`src/rtl/dma_mem_rd_bp.sv`:
```
// Memory-to-AXIS read DMA: strided read issue, LATENCY-deep tag pipe, and a
// credit-managed skid FIFO that absorbs arbitrary stream backpressure.
module dma_mem_rd_bp #(
  parameter int AW      = 12,
  parameter int DW      = 144,
  parameter int LATENCY = 1
) (
  input  logic          clk_i,
  input  logic          rst_i,
  input  logic          dma_req_i,
  output logic          dma_ack_o,
  output logic          dma_busy_o,
  input  logic [AW-1:0] dma_addr_i,
  input  logic [AW-1:0] dma_len_i,
  input  logic [AW-1:0] dma_stride_i,
  output logic          mem_en_o,
  output logic [AW-1:0] mem_addr_o,
  input  logic [DW-1:0] mem_dt_i,
  output logic          m_axis_tvalid_o,
  input  logic          m_axis_tready_i,
  output logic [DW-1:0] m_axis_tdata_o,
  output logic          m_axis_tlast_o
);
  localparam int D  = LATENCY + 2;
  localparam int PW = $clog2(D);
  localparam int CW = $clog2(D + 1);
  localparam int SW = 5;

  typedef enum logic [1:0] {IDLE, RUN, ACK} state_t;
  state_t state, state_nx;

  logic [AW-1:0] addr_q, stride_q, last_addr_q;
  logic [AW:0]   len_q, issued_q, sent_q;
  logic [LATENCY:1] tag_q;
  logic [LATENCY:0] vld_pipe;
  logic [DW-1:0] fifo_q [D];
  logic [PW-1:0] wr_ptr, rd_ptr;
  logic [CW-1:0] count;
  logic [SW-1:0] infl;
  logic          start, wr, pop, last_beat;

  // in-flight = tags already past the issue stage, including the one landing now
  always_comb begin
    infl = '0;
    for (int k = 1; k <= LATENCY; k++) infl = infl + SW'(tag_q[k]);
  end

  assign start     = (state == IDLE) && dma_req_i && (dma_len_i != '0);
  assign mem_en_o  = (state == RUN) && (issued_q < len_q) && ((infl + SW'(count)) < SW'(D));
  assign vld_pipe  = {tag_q, mem_en_o};
  assign wr        = vld_pipe[LATENCY];
  assign m_axis_tvalid_o = (count != '0);
  assign pop       = m_axis_tvalid_o && m_axis_tready_i;
  assign last_beat = (sent_q == len_q - 1'b1);
  assign m_axis_tlast_o  = m_axis_tvalid_o && last_beat;
  assign m_axis_tdata_o  = m_axis_tvalid_o ? fifo_q[rd_ptr] : '0;
  assign mem_addr_o = mem_en_o ? addr_q : last_addr_q;
  assign dma_ack_o  = (state == ACK);
  assign dma_busy_o = (state == RUN);

  always_comb begin
    state_nx = state;
    case (state)
      IDLE: if (dma_req_i) state_nx = (dma_len_i == '0) ? ACK : RUN;
      RUN:  if (pop && last_beat) state_nx = ACK;
      ACK:  if (!dma_req_i) state_nx = IDLE;
      default: state_nx = IDLE;
    endcase
  end

  always_ff @(posedge clk_i) begin
    if (rst_i) begin
      state       <= IDLE;
      addr_q      <= '0;
      stride_q    <= '0;
      last_addr_q <= '0;
      len_q       <= '0;
      issued_q    <= '0;
      sent_q      <= '0;
      tag_q       <= '0;
      wr_ptr      <= '0;
      rd_ptr      <= '0;
      count       <= '0;
    end else begin
      state <= state_nx;
      tag_q <= vld_pipe[LATENCY-1:0];
      if (start) begin
        addr_q   <= dma_addr_i;
        stride_q <= dma_stride_i;
        len_q    <= {1'b0, dma_len_i};
        issued_q <= '0;
        sent_q   <= '0;
      end else begin
        if (mem_en_o) begin
          addr_q      <= addr_q + stride_q;
          last_addr_q <= addr_q;
          issued_q    <= issued_q + 1'b1;
        end
        if (pop) sent_q <= sent_q + 1'b1;
      end
      if (wr) wr_ptr <= (wr_ptr == PW'(D - 1)) ? '0 : wr_ptr + 1'b1;
      if (pop) rd_ptr <= (rd_ptr == PW'(D - 1)) ? '0 : rd_ptr + 1'b1;
      case ({wr, pop})
        2'b10:   count <= count + 1'b1;
        2'b01:   count <= count - 1'b1;
        default: count <= count;
      endcase
    end
  end

  // storage needs no reset: pointers and count define what is live
  always_ff @(posedge clk_i) begin
    if (wr) fifo_q[wr_ptr] <= mem_dt_i;
  end
endmodule

```
`config.mk`:
```
export PLATFORM = sky130hd
export DESIGN_NAME = dma_mem_rd_bp
export DESIGN_NICKNAME = d
export VERILOG_FILES = /design/src/rtl/dma_mem_rd_bp.sv
export SDC_FILE = /design/constraint.sdc
export NUM_CORES = 1
export LEC_CHECK = 0
export CAP_MARGIN = 20
export CORE_MARGIN = 2
export CORE_UTILIZATION = 55
export CTS_BUF_LIST = sky130_fd_sc_hd__clkbuf_4
export DETAILED_ROUTE_END_ITERATION = 12
export PLACE_DENSITY = 0.82
export REMOVE_ABC_BUFFERS = 1
export SLEW_MARGIN = 20
export SYNTH_ARGS = -nofsm -noshare
export SYNTH_HDL_FRONTEND = slang
export SYNTH_SLANG_ARGS = --single-unit
export TNS_END_PERCENT = 1
```
`constraint.sdc`:
```
create_clock -name clk_i -period 26.3 [get_ports clk_i]
set_input_delay 2.63 -clock clk_i [delete_from_list [all_inputs] [get_ports clk_i]]
set_output_delay 2.63 -clock clk_i [all_outputs]
set_load 0.02 [all_outputs]
```
Word-level counts from Yosys, hierarchy flattened:

Memories as Yosys holds them, arrays and structs flattened. A register that Yosys moved wholly into a read port is not among the register bits.
Index checks and enable logic that the tools add are counted.

* word-level logic and storage cells: 64
* output and inout bits: 161
* latch bits: 0
* bits in registers: 83
* bits in writable memories: 432
* memories: 1
* memory bits (read-only): 0

* bitwise logic cells: 0
* divide/modulo/power cells: 0
* shift-type cells: 0
* mux-type cells: 16
* reductions and logical operators: 15
* multipliers: 0
* equal/unequal tests: 10
* $add $sub $neg: 9
* $lt $le $gt $ge: 2

Memories
* fifo_q: words 3, width 144, rd ports 1, clocked after Yosys merged registers in 1, write ports 1, RTL line 36 `logic [DW-1:0] fifo_q [D];`

Operator list (count)
* $mux 144: 1
* $mux 12: 3
* $add 13x1->13 const B: 2
* $mux 2: 8
* $eq 13x13->1: 1
* $lt 13x12->1: 1
* $sub 12x1->13 const B: 1
* $add 12x12->12: 1
* $logic_not 12->1: 1
* $reduce_bool 12->1: 1
* $eq 2x2->1 const B: 4
* $logic_and 1x1->1: 7
* $add 2x1->2 const B: 3
* $pmux 2 s3: 1
* $reduce_bool 2->1: 3
* $eq 2x1->1 const B: 2
* $ne 2x2->1 const B: 2
* $pmux 2 s2: 1
* $add 1x2->3: 1
* $lt 3x2->1 const B: 1
* $reduce_and 3->1: 1
* $logic_not 2->1: 1
* $mux 1: 2
* $ne 2x1->1 const B: 1
* 2 further kinds: 2

Depth between registers and ports, before layout:

Gate-level depths: netlist (run 1).

* depth in word-level cells: 5
* gate-level depth with buffers: 11
* depth with buffers taken out: 9

Least setup slack after synthesis (run 1):

No wires, ideal clock.

* path type: reg2reg
* from: reg tag_q
* to: mem fifo_q[0][0], enable pin
* library setup time: 827 ps
* buffers on the path: 0
* data required time: 25473 ps
* clock period less this slack: 11077 ps
* stages on the path, launching flop included: 3
* arrival: 10249 ps
* path slack: 15223 ps
* cells stage by stage: dfxtp_1 -> inv_1 -> nor3_1

* word-level cells in the longest chain between the ends: 2

Ends and longest elaborated chain
* start: declaration: RTL line 34 `logic [LATENCY:1] tag_q;`
* start signal: assignment: RTL line 86 `tag_q <= vld_pipe[LATENCY-1:0];`
* $mux 1: RTL line 113 `if (wr) fifo_q[wr_ptr] <= mem_dt_i;`
* $mux 1 (not written as such): RTL line 113
* end: declaration: RTL line 36

Every way passes these cells.

==> out/results.tsv, run 1 <==
metric	value	unit
outcome	finished clean	
r2r_setup_slack	22.80	ns
final_antenna_net_count	0	
period_share	27.7	%
maxSlewHeadroom	31.4	%
hold_viol_final	0	
tightest_slew	1.03	ns
dpl_worst_slack	19.82	ns
grt_max_degree	209	
wl_met1	19.6	mm
end_kind	primary output	
top_layer	met5	
path_max_fanout	53	
grt_usage	24.6	%
peakVddDrop	51.5	µV
cts_resized	0	
final_nets	2267	
clk_latency	0.81	ns
crit_path_cell_trace	buf_4 > buf_4 > mux2i_1 > nor2_1 > a21oi_1 > nor2_1 > clkdlybuf4s50_1	
holdBufCountCts	0	
min_period	7.30	ns
slowest_delay	1.03	ns
arrival	4.66	ns
cts_root_buf	clkbuf_4	
fin_ws	19.01	ns
yosys_warnings	0	
drive_above_1_share	11.8	%
placed_area	25000	µm²
start_util	56.0	%
antenna_found_initial	12	
cts.sinks	517	
finish.instance_area	26700	µm²
dp_cells	2428	
grt_setup_unrepaired	no	
areaGrowthSynthToFinish	26.1	%
vias	14400	
final.setup_skew	0.0404	ns
synth-edff-count	432	
setup_viol	0	
synthCells	1648	
cts_buffer_depth	3	
synthDistinctLibCells	55	
cp_slowest_cell	dfxtp_4	
tns	0	ns
die_h	200	µm
dr_wl_met2	24.7	mm
cts_max_level	4	
syn_area_per_cell	12.8	µm²
grt-ovfl-total	0	
placeableCoreArea	37800	µm²
p_per_area	70.7	nW/µm²
boundaryPins	345	
finalWirelength	49.6	mm
dr.pass1.iters	5	
cts-buffers-inserted	135	
hold_path.class	reg -> reg	
rows	71	
cp.required	23.67	ns
die_w	200	µm
drv_slew	0	
wire_per_inst	18.7	µm
cts_tree	built	
crit_path_start_kind	register	
cts.reportedPaths.clkPinSlew	0.06	ns
synthesis.area	21200	µm²
drv_cap	0	
cp_top_family	buffers and inverters	
hpwl	31.4	mm
critPathBufInv	3	
vias_per_cell	5.43	
gp_congestion	0.837	
wl_met3	3.95	mm
worstSetupPathType	reg -> out	
finalNonFillerCells	2656	
portBuffers	344	
async_flop_share	0	%
ys_ff_latch	517	
post-cts-setup-buffers	0	
ys_seq_area_share	69.4	%
fmax	137	MHz
ys.flop_type	edfxtp_1	
first_global_vias	14600	
die_area	40000	µm²
leakagePower	9.10	nW
first_iter_violations	1003	
grt_pass1_wl	77.1	mm
drcViolationCount	0	
==> worst register-to-register path, cell delays in order, from the launching register on <==
cell and delay (ns):
dfxtp_1 0.44, inv_1 0.09, ha_1 0.31, a21o_1 0.12, a31oi_1 0.03, o21ai_0 0.39, a21o_1 0.17, buf_4 0.30
clkinv_1 0.80, mux2_2 0.57, nor2b_1 0.13
==> flip-flops by register name, summed over array words and instances (netlist names), named ones only <==
register,flops
tag_q,1
fifo_q,432
state,2
last_addr_q,12
addr_q,12
issued_q,13
len_q,12
wr_ptr,2
stride_q,12
sent_q,13
rd_ptr,2
count,2
==> cells in the mapped netlist, drive strengths merged, types with 17 or more instances <==
cell type | n | area, µm²
a21oi | 198 | 991
xnor2 | 23 | 201
nand2 | 83 | 312
mux2i | 149 | 1490
edfxtp | 432 | 13000
nor2 | 338 | 1270
inv | 23 | 86.3
dfxtp | 85 | 1700
ha | 28 | 350
buf | 36 | 151
o21ai | 17 | 85.1
clkbuf | 56 | 210
nand3 | 18 | 90.1
==> routing by layer <==
metal,track usage (%),vias up
met5,0,-
met2,40.5,512
met3,7.86,95
met1,29.6,6931
li1,-,6865
met4,11.0,12
==> power breakdown <==
part / internal, mW / total, mW / switching, mW / leakage (nW)
Sequential: 0.903 / 0.918 / 0.0147 / 4.59
Clock: 0.351 / 0.659 / 0.309 / 0.971
Combinational: 0.138 / 0.308 / 0.170 / 3.54
==> cell usage in the layout, fill, tap and decap left out, types with 8 or more instances in the layout <==
| master | synthesis | final |
|---|---|---|
| nand2_1 | 83 | 83 |
| mux2i_1 | 149 | 149 |
| nor2b_1 | 16 | 16 |
| or3_1 | 8 | 8 |
| nor2_1 | 338 | 335 |
| o21ai_0 | 17 | 17 |
| nor4_1 | 8 | 8 |
| a21oi_1 | 198 | 198 |
| edfxtp_1 | 432 | 432 |
| nand4_1 | 10 | 10 |
| clkinv_1 | 2 | 15 |
| clkbuf_4 | 0 | 197 |
| buf_4 | 2 | 16 |
| inv_1 | 23 | 23 |
| clkdlybuf4s50_1 | 0 | 343 |
| mux2_2 | 13 | 13 |
| nand3_1 | 18 | 18 |
| xor2_1 | 14 | 14 |
| a21o_1 | 8 | 8 |
| ha_1 | 28 | 28 |
| dfxtp_1 | 85 | 83 |
| xnor2_1 | 23 | 23 |
==> final timing paths <==
| kind | from | depth (start not counted) | end |
|---|---|---|---|
| worst min-delay path | stride_q[0] | 2 | stride_q[0] |
| worst max register to register | len_q[2] | 10 | last_addr_q[6] |
| worst max-delay path | register | 7 | m_axis_tdata_o[67] |
| worst min register to register | stride_q[0] | 2 | stride_q[0] |
==> per-stage QoR <==
step / utilization, % / hold slack (ns) / power (mW)
floorplan: - / 0.434 / 1.12
global placement: 66.3 / 0.449 / 1.24
detailed placement: 66.3 / 0.458 / 1.24
CTS: 70.6 / 0.466 / 1.91
global route: 70.7 / 0.476 / 1.97
finish: 70.7 / 0.466 / 1.89
==> logic make-up (layout without fill, tap and decap cells) <==
group | count (synthesis) | count (layout) | synth area share (%)
and+or+nand+nor | 521 | 521 | 10.4
DFF | 517 | 517 | 69.4
AOI/OAI and AO/OA | 265 | 265 | 7.01
muxes | 162 | 162 | 7.74
buffers and inverters | 117 | 608 | 2.15
xor gates and xnor gates | 37 | 37 | 1.53
adders and majority gates | 29 | 29 | 1.75
other | 0 | 6 | 0
==> layout make-up <==
cell class	count	area, µm²
well taps	511	639
flip-flops and latches	517	14700
clock buffers	197	1480
clock inverters	25	145
fillers	2603	11100
diodes	6	15.0
repair buffers	361	3580
inverters	25	93.8
multi-input cells	1014	6050
Note: power is estimated with default switching activity, not from simulation.
==> run 2, diff against run 1 <==
- CORE_UTILIZATION: 55 -> 50
- PLACE_DENSITY: 0.82 -> 0.78
- clock period: 26.3 -> 6.3 ns (I/O delays scaled with it)
==> run 2 against run 1 <==
  * Sequential share of layout area is 0.33 points lower
  * Clock-buffer cell count decreased by 3
  * Setup slack worse by 18 ns
  * Final area is 0.60% higher
  * Total power rose to 4.2 times the previous value
  * Clock power rose to 4.3 times the previous value
  * Flip-flop and latch count unchanged
  * Via count about the same
  * Critical path depth rose by 3
  * Clock skew rose by 0.018 ns
  * Critical endpoint is now mem_addr_o[7]
  * Largest power group unchanged
  * Highest routed layer unchanged
==> out/results.tsv, run 2 (synthesis gave the netlist of run 1 again) <==
metric	value	unit	change
die_h	210	µm	+4.8%
boundaryPins	345		unchanged
setup_viol	0		unchanged
grt_max_degree	103		-51%
finalWirelength	49.8	mm	+0.44%
gp_congestion	0.867		+3.5%
hpwl	31.7	mm	+0.94%
cts_buffer_depth	3		unchanged
antenna_found_initial	8		-4
tightest_slew	1.05	ns	+0.0202 ns
end_kind	primary output		
grt_setup_unrepaired	no		
cts.reportedPaths.clkPinSlew	0.07	ns	about the same
cts-buffers-inserted	136		+0.74%
placed_area	25100	µm²	+0.22%
hold_viol_final	0		unchanged
final_cell_mix	edfxtp_1, clkdlybuf4s50_1, nor2_1, a21oi_1, clkbuf_4		
first_iter_violations	896		-11%
cp.required	5.67	ns	-18.00 ns
min_path_cells	3		+1
wire_per_inst	18.5	µm	-1.1%
tns	0	ns	unchanged
drv_slew	0		unchanged
drive_above_1_share	11.8	%	about the same
first_global_vias	14500		-0.97%
min_period	5.13	ns	
holdBufCountCts	0		unchanged
final_nets	2270		+0.13%
grt_usage	22.5	%	-2.1 points
maxSlewHeadroom	29.9	%	-1.5 points
areaGrowthSynthToFinish	26.9	%	
cts_max_level	4		unchanged
cts.sinks	517		unchanged
outcome	finished clean		
cts_resized	0		unchanged
placeableCoreArea	41900	µm²	+11%
peakVddDrop	186	µV	+260%
reg.largest.list	fifo_q (432), issued_q (13), sent_q (13)		
final.setup_skew	0.0583	ns	+0.0179 ns
final_antenna_net_count	0		unchanged
post-cts-setup-buffers	0		unchanged
worstSetupPathType	reg -> out		
p_per_area	297	nW/µm²	+320%
reg2reg_depth	10		unchanged
portBuffers	344		unchanged
period_share	81.5	%	
grt-ovfl-total	0		unchanged
fmax	195	MHz	
leakagePower	9.17	nW	+0.68%
rows	75		+5.6%
vias_per_cell	5.35		-1.5%
path_max_fanout	31		-42%
vias	14400		-0.021%
crit_path_start_kind	register		
start_util	50.5	%	-5.5 points
die_w	210	µm	+4.8%
dr.pass1.iters	5		unchanged
cts_tree	built		
hold_path.class	in -> reg		
largest_reg_flops	432		unchanged
drcViolationCount	0		unchanged
cts_root_buf	clkbuf_4		
die_area	44000	µm²	+9.8%
largest-register	fifo_q		
drv_cap	0		unchanged
grt_pass1_wl	76.7	mm	-0.46%
finish.instance_area	26800	µm²	+0.60%
clk_latency	0.84	ns	+0.03 ns
arrival	4.50	ns	-0.16 ns
final_common_cell	edfxtp_1		
==> run 2: layer usage <==
metal	up-vias	global-route usage (%)	wire length, µm
li1	6897	-	-
met2	484	37.7	25000
met3	109	5.93	3350
met4	10	10.7	1520
met5	-	0	79
met1	6912	27.2	19900
==> run 2: worst max-delay path, cell delays in order (launching register included) <==
cell,delay [ns]
dfxtp_1,0.45
inv_1,0.07
ha_1,0.30
a21o_1,0.11
a31oi_1,0.03
o21ai_0,0.37
a21o_1,0.18
buf_4,0.31
clkinv_1,0.73
mux2_2,0.55
clkdlybuf4s50_1,0.56
==> run 2: power by group <==
part | switching, mW | internal [mW] | total [mW] | leakage, nW
clock | 1.32 | 1.54 | 2.86 | 1.01
sequential | 0.0547 | 3.77 | 3.83 | 4.59
combinational | 0.717 | 0.573 | 1.29 | 3.56
total | 2.09 | 5.88 | 7.97 | 9.17
==> run 2: final cells by class <==
class / count / area [µm²]
well taps: 539 / 674
clock inverters: 41 / 259
clock buffers: 194 / 1460
flip-flops and latches: 517 / 14700
fillers: 3105 / 15000
repair buffers: 363 / 3620
multi-input cells: 1014 / 6050
diodes: 3 / 7.51
inverters: 25 / 93.8
==> run 2: worst paths after layout <==
kind	from	endpoint	slack [ns]
worst min register to register	stride_q[8]	stride_q[8]	0.47
worst max-delay path	len_q[2]	mem_addr_o[7]	1.17
worst max register to register	len_q[2]	last_addr_q[6]	2.86
worst min-delay path	dma_stride_i[0]	stride_q[0]	0.37
==> run 2: through the flow <==
step	setup slack [ns]	power, mW	util [%]	hold WS, ns	cells
after floorplan	-4.78	4.66	-	0.434	1556
after global routing	0.792	8.33	64.1	0.305	2696
after detailed placement	2.08	5.19	60.0	0.457	2457
final	1.17	7.97	64.1	0.367	2696
after global placement	2.20	5.16	60.0	0.448	2457
after CTS	1.11	8.07	64.1	0.270	2692
==> run 3, diff against run 2 <==
- clock period: 6.3 -> 4.6 ns (I/O delays scaled with it)
==> run 3 against run 2 <==
  * Clock power grew 36%
  * Via count grew 0.98%
  * Die area is the same
  * Clock skew shrank 0.016 ns
  * Worst hold slack lost 0.22 ns
  * Critical path type unchanged
==> out/results.tsv, run 3 (synthesis gave the netlist of run 1 again) <==
metric	value	unit	change
reg.largest.list	fifo_q (432), issued_q (13), sent_q (13)		
crit_path_cell_trace	inv_1 > ha_1 > a21oi_1 > o21ai_0 > a221o_1 > a21o_1 > clkinv_2 > mux2_2 > clkdlybuf4s50_1		
multi_input_area	6060	µm²	about the same
fin_hold_ws	0.145	ns	-0.221 ns
arrival	3.74	ns	-0.76 ns
tns	0	ns	unchanged
drive_above_1_share	12.1	%	+0.28 points
power	10.9	mW	+37%
fmax	238	MHz	
first_global_vias	14400		-0.24%
min_period	4.20	ns	
crit_path_start_kind	register		
vias	14600		+0.98%
grt-ovfl-total	0		unchanged
dpl_worst_slack	0.916	ns	-1.17 ns
leakagePower	9.20	nW	+0.37%
areaGrowthSynthToFinish	27.3	%	
cts.reportedPaths.clkPinSlew	0.06	ns	about the same
fillers	3151		+1.5%
finalWirelength	50.1	mm	+0.44%
gp_congestion	0.860		-0.80%
cts-buffers-inserted	135		-0.74%
min_path_cells	2		-1
vias_per_cell	5.39		+0.83%
path_max_fanout	24		-23%
end_kind	primary output		
antenna_found_initial	8		unchanged
clk_latency	0.83	ns	about the same
setup_viol	0		unchanged
cts_tree	built		
cp_slowest_cell	clkdlybuf4s50_1		
largest-register	fifo_q		
cts_root_buf	clkbuf_4		
grt_max_degree	120		+17%
wire_per_inst	18.5	µm	+0.29%
drcViolationCount	0		unchanged
start_util	50.5	%	unchanged
final_antenna_net_count	0		unchanged
rows	75		unchanged
hold_path.class	in -> reg		
placeableCoreArea	41900	µm²	unchanged
portBuffers	344		unchanged
fin_ws	0.397	ns	-0.768 ns
final.setup_skew	0.0421	ns	-0.0161 ns
cts_buffer_depth	3		unchanged
drv_cap	0		unchanged
die_w	210	µm	unchanged
p_per_area	405	nW/µm²	+36%
holdBufCountCts	0		unchanged
cts_max_level	4		unchanged
grt_setup_unrepaired	no		
register_area	14700	µm²	unchanged
die_area	44000	µm²	unchanged
dr.pass1.iters	7		+2
first_iter_violations	1006		+12%
largest_reg_flops	432		unchanged
cts.sinks	517		unchanged
cp.required	4.14	ns	-1.53 ns
tightest_slew	0.951	ns	-0.0984 ns
outcome	finished clean		
reg2reg_depth	7		-3
drv_slew	0		unchanged
boundaryPins	345		unchanged
maxSlewHeadroom	36.4	%	+6.6 points
finish.instance_area	26900	µm²	+0.34%
final_cell_mix	edfxtp_1, clkdlybuf4s50_1, nor2_1, a21oi_1, clkbuf_4		
hpwl	31.6	mm	-0.28%
period_share	91.4	%	
hold_viol_final	0		unchanged
final_nets	2272		+0.088%
grt_usage	22.5	%	about the same
worstSetupPathType	reg -> out		
slowest_delay	0.55	ns	-0.18 ns
grt_pass1_wl	76.8	mm	+0.13%
peakVddDrop	321	µV	+73%
final_common_cell	edfxtp_1		
placed_area	25200	µm²	+0.42%
die_h	210	µm	unchanged
run 3: cell types whose count changed in the layout (fill, tap and decap cells not counted), moves of 2 or more:
| cell | before | now |
|---|---|---|
| buf_12 | 3 | 8 |
| clkbuf_4 | 194 | 196 |
| clkinv_1 | 29 | 23 |
| clkinv_2 | 3 | 1 |
| clkinv_4 | 3 | 5 |
| diode_2 | 3 | 7 |
| inv_6 | 0 | 2 |
run 3: routing by layer:
metal  wire (µm)  global-route usage, %  part of all wire, %
met4        1840                   11.6                  3.7
met2       24400                   36.9                   49
met1       20500                   27.8                   41
met3        3230                   5.67                  6.5
met5          41                      0                0.082
run 3: critical path, delay by kind of cell, from the launching register on:
| kind | cells | cell delay [ns] |
|---|---|---|
| AOI/OAI and AO/OA | 4 | 0.84 |
| adders and majority gates | 1 | 0.32 |
| buffers and inverters | 3 | 0.95 |
| DFF | 1 | 0.39 |
| muxes | 1 | 0.40 |
run 3: final timing paths:
kind	end	slack, ns	startpoint
hold reg to reg	stride_q[8]	0.46	stride_q[8]
hold / removal	count[0]	0.15	rst_i
setup / recovery	mem_addr_o[5]	0.40	len_q[8]
setup reg to reg	count[1]	1.76	count[0]
run 3: metrics by stage:
stage               util [%]  std cells
CTS                     64.3       2693
floorplan                  -       1556
global route            64.3       2699
detailed placement      60.2       2461
global placement        60.2       2461
finish                  64.4       2700
run 3: layout make-up:
cell class / instances / area share, %
Timing Repair Buffer: 366 / 13.8
Sequential cell: 517 / 54.5
Multi-Input combinational cell: 1014 / 22.5
Clock inverter: 36 / 0.855
Antenna cell: 7 / 0.0650
Tap cell: 539 / 2.50
Clock buffer: 196 / 5.46
Inverter: 25 / 0.353
run 3: what timing repair did:
item	in CTS	in global routing
resized for setup	1	1
endpoints found under the setup margin	12	1
buffers inserted	0	0
run 3: where the power goes:
group          switching (mW)  internal [mW]
registers              0.0737           5.16
logic                   0.988          0.794
clock network            1.82           2.08
==> RTL change, RTL diff (flow settings as in run 2) <==
Set the parameter `DW` to 140 (it was 144).
--- a/src/rtl/dma_mem_rd_bp.sv
+++ b/src/rtl/dma_mem_rd_bp.sv
@@ -4,3 +4,3 @@
   parameter int AW      = 12,
-  parameter int DW      = 144,
+  parameter int DW      = 140,
   parameter int LATENCY = 1
Interface: changed (resized m_axis_tdata_o and mem_dt_i); port bits go from 345 to 337. The function was not compared with the original's and may differ.
==> RTL change against run 2 <==
Count of clock-buffer cells in the layout is 3 lower. Sequential cell count is 12 lower. Final cell count is 2.2% lower. Wire length is 3.1% lower. Setup slack better by 0.49 ns. Largest cell class unchanged. Area after synthesis is 2.0% lower. Power is 1.0% higher. Final area is 1.5% lower.
==> RTL change: results (changes against run 2) <==
status=finished, final reports clean; fin nets=2214 (-2.5%); NetSw=2020 uW (-3.3%); number of global-route vias before repair=14.1k (-2.5%); registers with the most flip-flops=fifo_q x420, issued_q x13, sent_q x13; Clock Skew=0.0435 ns (-0.0148 ns); Critical-path top delay cell=clkdlybuf4s50_1; total power=8060 uW (+1.0%); Non-Clock Inverter Count=22 (-12%); final worst-path cycle share=73.7% (-7.8 points); final instance count without filler cells=2636 (-2.2%); DR vias/cell=5.31 (-0.67%); Signal buffers=354 (-2.5%); pre-CTS setup slack=2.55 ns (+0.470 ns); post-synthesis adder-cell area fraction=1.79% (+0.035 points); Signal buf overhead=13.3% (-0.15 points); multi-input combinational area share=22.7% (+0.11 points); PwrDens=305 mW/mm^2 (+2.6%); sequential logic power=3740 uW (-2%); global placement routability congestion=0.821 (-5.3%); Placed Area=0.0246 mm^2 (-2.1%); worst-margin pin slew=1.07 ns (+0.0233 ns); share of layout cells above drive strength 1=12.3% (+0.46 points); post-synthesis mux area share=7.65% (-0.092 points); post-synthesis compound-gate area fraction=7.16% (+0.15 points); reg2reg setup slack=3.38 ns (+0.52 ns); EDFF count, synth=420 (-2.8%); drt wl/cell=18.3 um (-0.88%); post-synth cell types=66 (+20%); largest cells by area after synthesis=edfxtp_1 (61%), dfxtp_1 (8.2%), mux2i_1 (7.0%); FF+latch area=0.0143 mm^2 (-2.5%); post-detail-place hpwl=30.0 mm (-5.3%); worst stage delay on the critical path=0.55 ns (-0.18 ns); top cell type's share of synthesized area=60.8% (-0.51 points); PortBufs=336 (-2.3%); reg-to-reg startpoint=len_q[8]; Mean Syn Cell Area=12.9 um^2 (+0.29%); Synth Instances=1611 (-2.2%); Worst Hold End=stride_q[8]; top post-synthesis cells by count=edfxtp_1 (420), nor2_1 (325), a21oi_1 (190); VDD IR max=0.158 mV (-15%); initial antenna violation count=11 (+3); #MultiIn Comb=991 (-2.3%); initial DRC count=945 (+5.5%); leakage=0.00914 uW (-0.24%)
==> RTL change: how the worst max path moves through the flow <==
stage	from	endpoint	depth (start not counted)
3_5_place_dp	len_q[8]	mem_addr_o[7]	10
6_report	len_q[8]	mem_addr_o[7]	10
2_1_floorplan	tag_q	fifo_q[2][0]	2
3_3_place_gp	len_q[6]	mem_addr_o[5]	10
4_1_cts	len_q[8]	mem_addr_o[7]	10
5_1_grt	len_q[6]	mem_addr_o[0]	10
==> RTL change: worst min-delay path, delay by kind of cell <==
family / cells / cell delay, ns
simple gates: 1 / 0.05
buf+inv: 1 / 0.39
compound gates: 1 / 0.05
==> RTL change: routing by layer <==
metal	vias to the layer above	global-route usage, %	routed length (um)	part of all wire, %
met5	-	0	40	0.083
met2	509	35.1	23400	48
met1	6656	27.8	19800	41
met3	85	6.90	3910	8.1
met4	6	9.66	1220	2.5
li1	6741	-	-	-
